<file path="config.mk">
export PLATFORM = sky130hd
export DESIGN_NAME = handshake_const_receiver_flat
export DESIGN_NICKNAME = d
export VERILOG_FILES = /design/src/rtl/handshake_const_receiver_if.sv /design/src/rtl/handshake_const_receiver.sv /design/src/flat_wrapper.sv
export SDC_FILE = /design/constraint.sdc
export NUM_CORES = 1
export LEC_CHECK = 0
export CORE_MARGIN = 1
export CORE_UTILIZATION = 40
export DETAILED_ROUTE_END_ITERATION = 8
export DONT_BUFFER_PORTS = 1
export GPL_ROUTABILITY_DRIVEN = 0
export HOLD_SLACK_MARGIN = 0.08
export PLACE_DENSITY = 0.61
export SYNTH_ARGS = -nofsm -noshare
export SYNTH_HDL_FRONTEND = slang
export SYNTH_SLANG_ARGS = --single-unit
</file>
<file path="constraint.sdc">
create_clock -name i_clk -period 2 [get_ports i_clk]
set_clock_uncertainty 0.05 [all_clocks]
set_input_delay 0.2 -clock i_clk [delete_from_list [all_inputs] [get_ports i_clk]]
set_output_delay 0.2 -clock i_clk [all_outputs]
set_load 0.1 [all_outputs]
</file>
<file path="src/rtl/handshake_const_receiver_if.sv">
// ---------------------------------------------------------------------------
// handshake_const_receiver_if
// Groups the two valid/ready channels around the constant-token receiver.
//   ins / ins_valid / ins_ready          : producer -> receiver token channel
//   outs / outs_match / outs_valid /
//   outs_ready                           : receiver -> consumer token channel
// Modports:
//   slave  : the receiver's view (takes ins, drives outs)
//   master : the environment's view (drives ins, takes outs)
// ---------------------------------------------------------------------------
interface handshake_const_receiver_if #(
   parameter int DATA_WIDTH = 32
);
   logic [DATA_WIDTH-1:0] ins;
   logic                  ins_valid;
   logic                  ins_ready;
   logic [DATA_WIDTH-1:0] outs;
   logic                  outs_match;
   logic                  outs_valid;
   logic                  outs_ready;

   modport slave (
      input  ins, ins_valid, outs_ready,
      output ins_ready, outs, outs_match, outs_valid
   );

   modport master (
      output ins, ins_valid, outs_ready,
      input  ins_ready, outs, outs_match, outs_valid
   );
endinterface

</file>
<file path="src/rtl/handshake_const_receiver.sv">
// ---------------------------------------------------------------------------
// handshake_const_receiver
// Two-slot elastic buffer at the receiving end of a constant-token channel.
// Every accepted token is tagged with match = (data == CONST_VALUE). The tag
// is computed once at capture and stored next to the data, so the output
// path holds no comparator. ins_ready is registered from the next state, so
// there is no combinational valid->ready path, and throughput is one token
// per cycle.
//
// Ports:
//   i_clk             clock, rising edge
//   i_rst             synchronous, active-high reset
//   bus               handshake_const_receiver_if.slave (ins/outs channels)
//   o_token_count     tokens accepted since reset (stats build only, else 0)
//   o_mismatch_count  accepted tokens != CONST_VALUE (stats build only, else 0)
//
// Optional feature macro: HANDSHAKE_RX_STATS_EN
//   defined   : saturating token / mismatch counters are built
//   undefined : counter outputs are tied to zero
// ---------------------------------------------------------------------------
module handshake_const_receiver #(
   parameter int          DATA_WIDTH  = 32,
   parameter int unsigned CONST_VALUE = 2,
   parameter int          CNT_WIDTH   = 16
) (
   input  logic                      i_clk,
   input  logic                      i_rst,
   handshake_const_receiver_if.slave bus,
   output logic [CNT_WIDTH-1:0]      o_token_count,
   output logic [CNT_WIDTH-1:0]      o_mismatch_count
);

   // Expected constant, zero-extended or truncated to the data width.
   localparam logic [DATA_WIDTH-1:0] CONST_W = DATA_WIDTH'(CONST_VALUE);

   typedef enum logic [1:0] {
      EMPTY = 2'd0,   // no tokens
      ONE   = 2'd1,   // head only
      FULL  = 2'd2    // head + skid
   } state_t;

   state_t                r_state;
   logic [DATA_WIDTH-1:0] r_head_data;
   logic                  r_head_match;
   logic [DATA_WIDTH-1:0] r_skid_data;
   logic                  r_skid_match;
   logic                  r_outs_valid;
   logic                  r_ins_ready;

   logic w_in_xfer;
   logic w_out_xfer;
   logic w_ins_match;

   assign w_in_xfer   = bus.ins_valid & r_ins_ready;
   assign w_out_xfer  = r_outs_valid & bus.outs_ready;
   assign w_ins_match = (bus.ins == CONST_W);

   // Single FSM block; valid/ready are written alongside the state so they
   // always reflect the state being entered.
   always_ff @(posedge i_clk) begin
      if (i_rst) begin
         r_state      <= EMPTY;
         r_head_data  <= '0;
         r_head_match <= 1'b0;
         r_skid_data  <= '0;
         r_skid_match <= 1'b0;
         r_outs_valid <= 1'b0;
         r_ins_ready  <= 1'b0;
      end else begin
         case (r_state)
            EMPTY: begin
               // ins_ready is still low on the first cycle out of reset, so
               // no transfer can be pending here; raise ready regardless.
               r_ins_ready <= 1'b1;
               if (w_in_xfer) begin
                  r_head_data  <= bus.ins;
                  r_head_match <= w_ins_match;
                  r_outs_valid <= 1'b1;
                  r_state      <= ONE;
               end
            end
            ONE: begin
               if (w_in_xfer && !w_out_xfer) begin
                  // Head is held; new token parks in the skid slot.
                  r_skid_data  <= bus.ins;
                  r_skid_match <= w_ins_match;
                  r_ins_ready  <= 1'b0;
                  r_state      <= FULL;
               end else if (!w_in_xfer && w_out_xfer) begin
                  r_outs_valid <= 1'b0;
                  r_state      <= EMPTY;
               end else if (w_in_xfer && w_out_xfer) begin
                  // Head leaves and is replaced in the same cycle.
                  r_head_data  <= bus.ins;
                  r_head_match <= w_ins_match;
               end
            end
            FULL: begin
               // ins_ready is low here, so only the output side can move.
               if (w_out_xfer) begin
                  r_head_data  <= r_skid_data;
                  r_head_match <= r_skid_match;
                  r_ins_ready  <= 1'b1;
                  r_state      <= ONE;
               end
            end
            default: begin
               // Unreachable encoding: drop everything and restart empty.
               r_state      <= EMPTY;
               r_outs_valid <= 1'b0;
               r_ins_ready  <= 1'b0;
            end
         endcase
      end
   end

   assign bus.ins_ready  = r_ins_ready;
   assign bus.outs       = r_head_data;
   assign bus.outs_match = r_head_match;
   assign bus.outs_valid = r_outs_valid;

`ifdef HANDSHAKE_RX_STATS_EN
   logic [CNT_WIDTH-1:0] r_token_count;
   logic [CNT_WIDTH-1:0] r_mismatch_count;

   // Saturating counters; they stick at all-ones instead of wrapping.
   always_ff @(posedge i_clk) begin
      if (i_rst) begin
         r_token_count    <= '0;
         r_mismatch_count <= '0;
      end else if (w_in_xfer) begin
         if (r_token_count != '1)
            r_token_count <= r_token_count + CNT_WIDTH'(1);
         if (!w_ins_match && (r_mismatch_count != '1))
            r_mismatch_count <= r_mismatch_count + CNT_WIDTH'(1);
      end
   end

   assign o_token_count    = r_token_count;
   assign o_mismatch_count = r_mismatch_count;
`else
   assign o_token_count    = '0;
   assign o_mismatch_count = '0;
`endif

endmodule
</file>
<file path="src/flat_wrapper.sv">
// flat-port wrapper written by rule: the top's interface ports become plain ports
module handshake_const_receiver_flat 
#(
   parameter int          DATA_WIDTH  = 32,
   parameter int unsigned CONST_VALUE = 2,
   parameter int          CNT_WIDTH   = 16
)
  (i_clk, i_rst, o_token_count, o_mismatch_count, bus_ins, bus_ins_valid, bus_outs_ready, bus_ins_ready, bus_outs, bus_outs_match, bus_outs_valid);
  handshake_const_receiver_if #(.DATA_WIDTH(DATA_WIDTH)) bus_i ();
  input  logic i_clk;
  input  logic i_rst;
  output logic [CNT_WIDTH-1:0] o_token_count;
  output logic [CNT_WIDTH-1:0] o_mismatch_count;
  input wire logic [$bits(bus_i.ins)-1:0] bus_ins;
  input wire logic [$bits(bus_i.ins_valid)-1:0] bus_ins_valid;
  input wire logic [$bits(bus_i.outs_ready)-1:0] bus_outs_ready;
  output wire logic [$bits(bus_i.ins_ready)-1:0] bus_ins_ready;
  output wire logic [$bits(bus_i.outs)-1:0] bus_outs;
  output wire logic [$bits(bus_i.outs_match)-1:0] bus_outs_match;
  output wire logic [$bits(bus_i.outs_valid)-1:0] bus_outs_valid;
  assign bus_i.ins = bus_ins;
  assign bus_i.ins_valid = bus_ins_valid;
  assign bus_i.outs_ready = bus_outs_ready;
  assign bus_ins_ready = bus_i.ins_ready;
  assign bus_outs = bus_i.outs;
  assign bus_outs_match = bus_i.outs_match;
  assign bus_outs_valid = bus_i.outs_valid;
  handshake_const_receiver #(.DATA_WIDTH(DATA_WIDTH), .CONST_VALUE(CONST_VALUE), .CNT_WIDTH(CNT_WIDTH)) u_core (.i_clk(i_clk), .i_rst(i_rst), .bus(bus_i), .o_token_count(o_token_count), .o_mismatch_count(o_mismatch_count));
endmodule
</file>
### Word-level counts from Yosys, hierarchy flattened

Cells that the tools add are included.

* input bits: 36
* output and inout bits: 67
* logic and storage cells: 57
* register bits: 70

* reduce and logical (&&, ||, !) cells: 12
* equal/unequal tests: 11
* muxes and demuxes: 24
* bitwise operators: 3

Operators with widths (number)
* two-way mux 32 bit: 5
* case mux 32 bit (3 select lines): 1
* == test 32 x 2 -> 1 bit, second input constant: 1
* two-way mux 1 bit: 10
* != test 2 x 1 -> 1 bit, second input constant: 5
* case mux 1 bit (3 select lines): 3
* two-way mux 2 bit: 4
* case mux 2 bit (3 select lines): 1
* AND reduction 6 bit: 1
* != test 2 bit, second input constant: 2
* AND reduction 2 bit: 2
* AND reduction 4 bit: 1
* logical AND 1 bit: 3
* != test 3 x 1 -> 1 bit, second input constant: 1
* AND reduction 3 bit: 1
* nonzero test 3 bit: 1
* AND 1 bit: 2
* == test 2 x 1 -> 1 bit, second input constant: 1
* == test 2 bit, second input constant: 1
* logical NOT 1 bit: 2
* logical NOT 2 bit: 1
* NOT 1 bit: 1

### Logic depth before layout (Yosys ltp)

* depth in word-level cells: 6
* mapped depth: 8
* gate-level depth less buffers: 4

### Least setup slack after synthesis

OpenSTA, ideal clock, no wires.

* kind: flip-flop to flip-flop
* from: register u_core.r_ins_ready (netlist: u_core.bus.ins_ready)
* to: register u_core.r_head_data[10] (netlist: u_core.bus.outs[10])
* buffers on the path: 2
* arrival time: 2.130 ns
* data required time: 1.861 ns
* path slack: -0.268 ns
* stages on the path, launching flop included: 7
* clock period less this slack: 2.268 ns
* library setup time: 0.089 ns
* cells stage by stage: dfxtp_1 -> nand2_1 -> o32ai_2 -> buf_6 -> buf_6 -> nor2_1 -> a311oi_2

* longest elaborated chain between the ends: 5
* elaborated cells between the ends (all ways): 10
* classes of those cells: eq/ne (4); bitwise (1); reduce/logical (5)

RTL lines
* start, declared: RTL line handshake_const_receiver.sv:48 `logic r_ins_ready;`
* start signal, assigned: RTL line handshake_const_receiver.sv:68 `r_ins_ready <= 1'b0;`
* start signal, assigned: RTL line handshake_const_receiver.sv:74 `r_ins_ready <= 1'b1;`
* start signal, assigned: RTL line handshake_const_receiver.sv:87 `r_ins_ready <= 1'b0;`
* AND 1 bit *: RTL line handshake_const_receiver.sv:54 `assign w_in_xfer = bus.ins_valid & r_ins_ready;`
* logical NOT 1 bit: RTL line handshake_const_receiver.sv:89 `end else if (!w_in_xfer && w_out_xfer) begin`
* logical AND 1 bit: RTL line handshake_const_receiver.sv:89
* != test 2 bit (no source line)
* AND reduction 6 bit (no source line) *
* end signal, assigned: RTL line handshake_const_receiver.sv:76 `r_head_data <= bus.ins;`
* end signal, assigned: RTL line handshake_const_receiver.sv:94 `r_head_data <= bus.ins;`
* end signal, assigned: RTL line handshake_const_receiver.sv:101 `r_head_data <= r_skid_data;`
* end, declared: RTL line handshake_const_receiver.sv:43 `logic [DATA_WIDTH-1:0] r_head_data;`

Every way passes the cells marked *; elsewhere a longest branch is shown, timed or not.
A chain may end at the register's enable or synchronous reset.

### Worst setup path after layout

* from: register u_core.r_state[0]
* to: register u_core.r_state[1]

* longest elaborated chain between the ends: 3
* elaborated cells between the ends (all ways): 8
* classes of those cells: eq/ne (5); mux (1); reduce/logical (2)

RTL lines
* start, declared: RTL line handshake_const_receiver.sv:42 `state_t r_state;`
* start signal, assigned: RTL line handshake_const_receiver.sv:62 `r_state <= EMPTY;`
* start signal, assigned: RTL line handshake_const_receiver.sv:79 `r_state <= ONE;`
* start signal, assigned: RTL line handshake_const_receiver.sv:88 `r_state <= FULL;`
* == test 2 x 1 -> 1 bit, or another cell as far along: RTL line handshake_const_receiver.sv:70 `case (r_state)`
* != test 3 x 1 -> 1 bit (no source line) / != test 2 x 1 -> 1 bit (equally long branches)
* AND reduction 3 bit (no source line)

Parallel ways exist; a longest one is shown, timed or not.

==> results.sh <==
export IMPL_outcome="finished clean"
export IMPL_cp_start_kind="register"
export IMPL_max_cap_viol_count=0
export IMPL_dp_hpwl_um=4720
export IMPL_crit_path_end_kind="register"
export IMPL_synthAdderAreaFrac=0
export IMPL_vias=2802
export IMPL_avgRoutedWirePerCell_um=13.3
export IMPL_required_ns=2.23
export IMPL_finalCriticalPeriod_ns=1.83
export IMPL_synth_simple_gate_area_frac=0.234
export IMPL_worstHoldPathType="primary input to register"
export IMPL_clockBufferDepth=2
export IMPL_synth_edff_count=0
export IMPL_areaGrowthSynthToFinish_pct=23.9
export IMPL_worst_skew_pair_late_latency_ns=0.34
export IMPL_drtAntennaViolNets=0
export IMPL_grt_setup_unrepaired="false"
export IMPL_drc=0
export IMPL_arrival_ns=2.06
export IMPL_peakVddDrop_uv=307
export IMPL_io_buffers=0
export IMPL_whs_ns=0.0811
export IMPL_netSwitchingPower_w=0.00154
export IMPL_cts_sinks=70
export IMPL_insertedDiodeCount=0
export IMPL_drive_above_1_share=0.183
export IMPL_synth_top_family_by_area="simple AND/OR/NAND/NOR gates"
export IMPL_hold_violations=0
export IMPL_ys_seq_elements=70
export IMPL_groute_usage_overall=0.181
export IMPL_final_cells=566
export IMPL_drv_slew=0
export IMPL_coreArea_mm2=0.00777
export IMPL_p_total_w=0.00387
export IMPL_synth_avg_cell_area_um2=8.10
export IMPL_grt_max_degree=70
export IMPL_grt_pass1_wl_um=12100
export IMPL_p_leak_nw=1.52
export IMPL_rows=32
export IMPL_synth_flop_cell="dfxtp_1"
export IMPL_layout_commonest_cell="nand2_1"
export IMPL_antenna_found_initial=0
export IMPL_place_inst=515
export IMPL_cts_tree="done"
export IMPL_root_buffer="clkbuf_8"
export IMPL_crit_type="register to register"
export IMPL_finalCritPeriodShare=0.914
export IMPL_p_int_w=0.00232
export IMPL_syn_area_mm2=0.00324
export IMPL_power_frac_seq=0.395
export IMPL_drt_total_wl_um=7540
export IMPL_dieArea_mm2=0.00847
export IMPL_grt_overflow=0
export IMPL_fmax_mhz=547
export IMPL_grt_pass1_vias=2432
export IMPL_final_cell_mix="132 x nand2_1, 68 x dfxtp_1, 44 x buf_4, 37 x a21oi_1"
export IMPL_async_flop_share=0
export IMPL_synth_compound_area_frac=0.204
export IMPL_yosys_warnings=0
export IMPL_h_tree_depth=3
export IMPL_drtIter0Drc=150
export IMPL_first_pass_iters=4
export IMPL_synth_xor_area_frac=0
export IMPL_boundaryPins=103
export IMPL_tns_ns=0
export IMPL_clkPwrFrac=0.278
export IMPL_syn_inst=400
export IMPL_synth_mux_area_frac=0.00309
export IMPL_clkTransAtPathRegs_ns=0.07
export IMPL_nets=496
export IMPL_die_w_um=92.0
export IMPL_ys_seq_area_frac=0.432
export IMPL_viasPerCell=4.95
export IMPL_post_cts_repair_setup_buffers=0
export IMPL_die_h_um=92.0
export IMPL_setup_viol=0
export IMPL_swShare=0.399
export IMPL_numCtsBuffers=9
export IMPL_p_per_area_mw_per_mm2=963
export IMPL_yosysUniqueCellTypes=31
export IMPL_worstPathMaxFanout=9
export IMPL_power_frac_comb=0.327
export IMPL_initial_core_util=0.417
## timing repair
action	in CTS	in global routing
endpoints found under the hold margin	70	0
hold buffers	36	0
gates resized for setup	0	1
setup endpoints to repair	0	1
## power by group through the flow
stage	clock network [W]	logic (W)	registers [W]
2_1_floorplan	0	0.000586	0.00205
3_3_place_gp	0	0.00115	0.00156
3_5_place_dp	0	0.00116	0.00156
4_1_cts	0.00110	0.00126	0.00153
5_1_grt	0.00116	0.00132	0.00154
6_report	0.00107	0.00127	0.00153
## cell usage after synthesis (2+ instances only)
master / instances / area share
nor2_1: 35 / 0.041
buf_4: 35 / 0.081
nand4_1: 2 / 0.0039
buf_6: 3 / 0.010
nand3b_1: 2 / 0.0046
a21oi_1: 37 / 0.057
clkbuf_1: 15 / 0.017
nor4_1: 8 / 0.015
a311oi_1: 12 / 0.032
a311oi_2: 20 / 0.093
buf_2: 9 / 0.014
nand2_1: 133 / 0.15
dfxtp_1: 70 / 0.43
and2_1: 2 / 0.0039
## cells by family (layout without fill, tap and decap cells)
group,after synthesis,count (layout)
AOI/OAI and AO/OA,77,77
buffers and inverters,64,97
DFF,70,70
muxes,1,1
other,1,32
and+or+nand+nor,187,187
## state kept, by name, indices dropped and copies added (netlist names)
register,cells
u_core.bus.ins_ready,1
u_core.bus.outs,32
u_core.bus.outs_match,1
u_core.bus.outs_valid,1
u_core.r_skid_data,32
u_core.r_skid_match,1
u_core.r_state,2
## layout make-up
class	count	area (µm²)
Timing Repair Buffer	81	728
Inverter	1	3.75
Sequential cell	70	1400
Multi-Input combinational cell	297	1570
Clock buffer	15	186
Tap cell	102	128
Fill cell	750	3750
## through the flow
stage	utilization	area [µm²]	worst slack, ns
finish	0.517	4020	0.172
global route	0.517	4020	0.0706
CTS	0.517	4020	0.119
detailed placement	0.444	3450	0.321
global placement	0.444	3450	0.400
floorplan	-	3360	0.105
## metal layers
layer,GRT usage,vias to the layer above,wire [µm]
met5,0,-,0
met4,0.0898,0,151
met3,0.0423,11,513
met2,0.287,105,3560
met1,0.230,1273,3310
li1,-,1413,-
## critical path, stage by stage (launching register included)
cell	delay, ns
dfxtp_1	0.43
a21boi_2	0.36
nand2_2	0.20
a21oi_1	0.17
dlygate4sd3_1	0.56
## worst paths after layout
check | from | to | slack [ns] | cells after the start
setup / recovery | u_core.r_state[0]$_SDFFE_PP0P_ | u_core.r_state[1]$_SDFFE_PP0P_ | 0.17 | 4
setup reg to reg | u_core.r_state[0]$_SDFFE_PP0P_ | u_core.r_state[1]$_SDFFE_PP0P_ | 0.17 | 4
hold reg to reg | u_core.r_skid_data[0]$_SDFFE_PP0P_ | u_core.r_skid_data[0]$_SDFFE_PP0P_ | 0.40 | 2
hold / removal | bus_ins[22] | u_core.r_skid_match$_SDFFE_PP0P_ | 0.08 | 3
No activity file was read; power rests on OpenSTA's default activity.
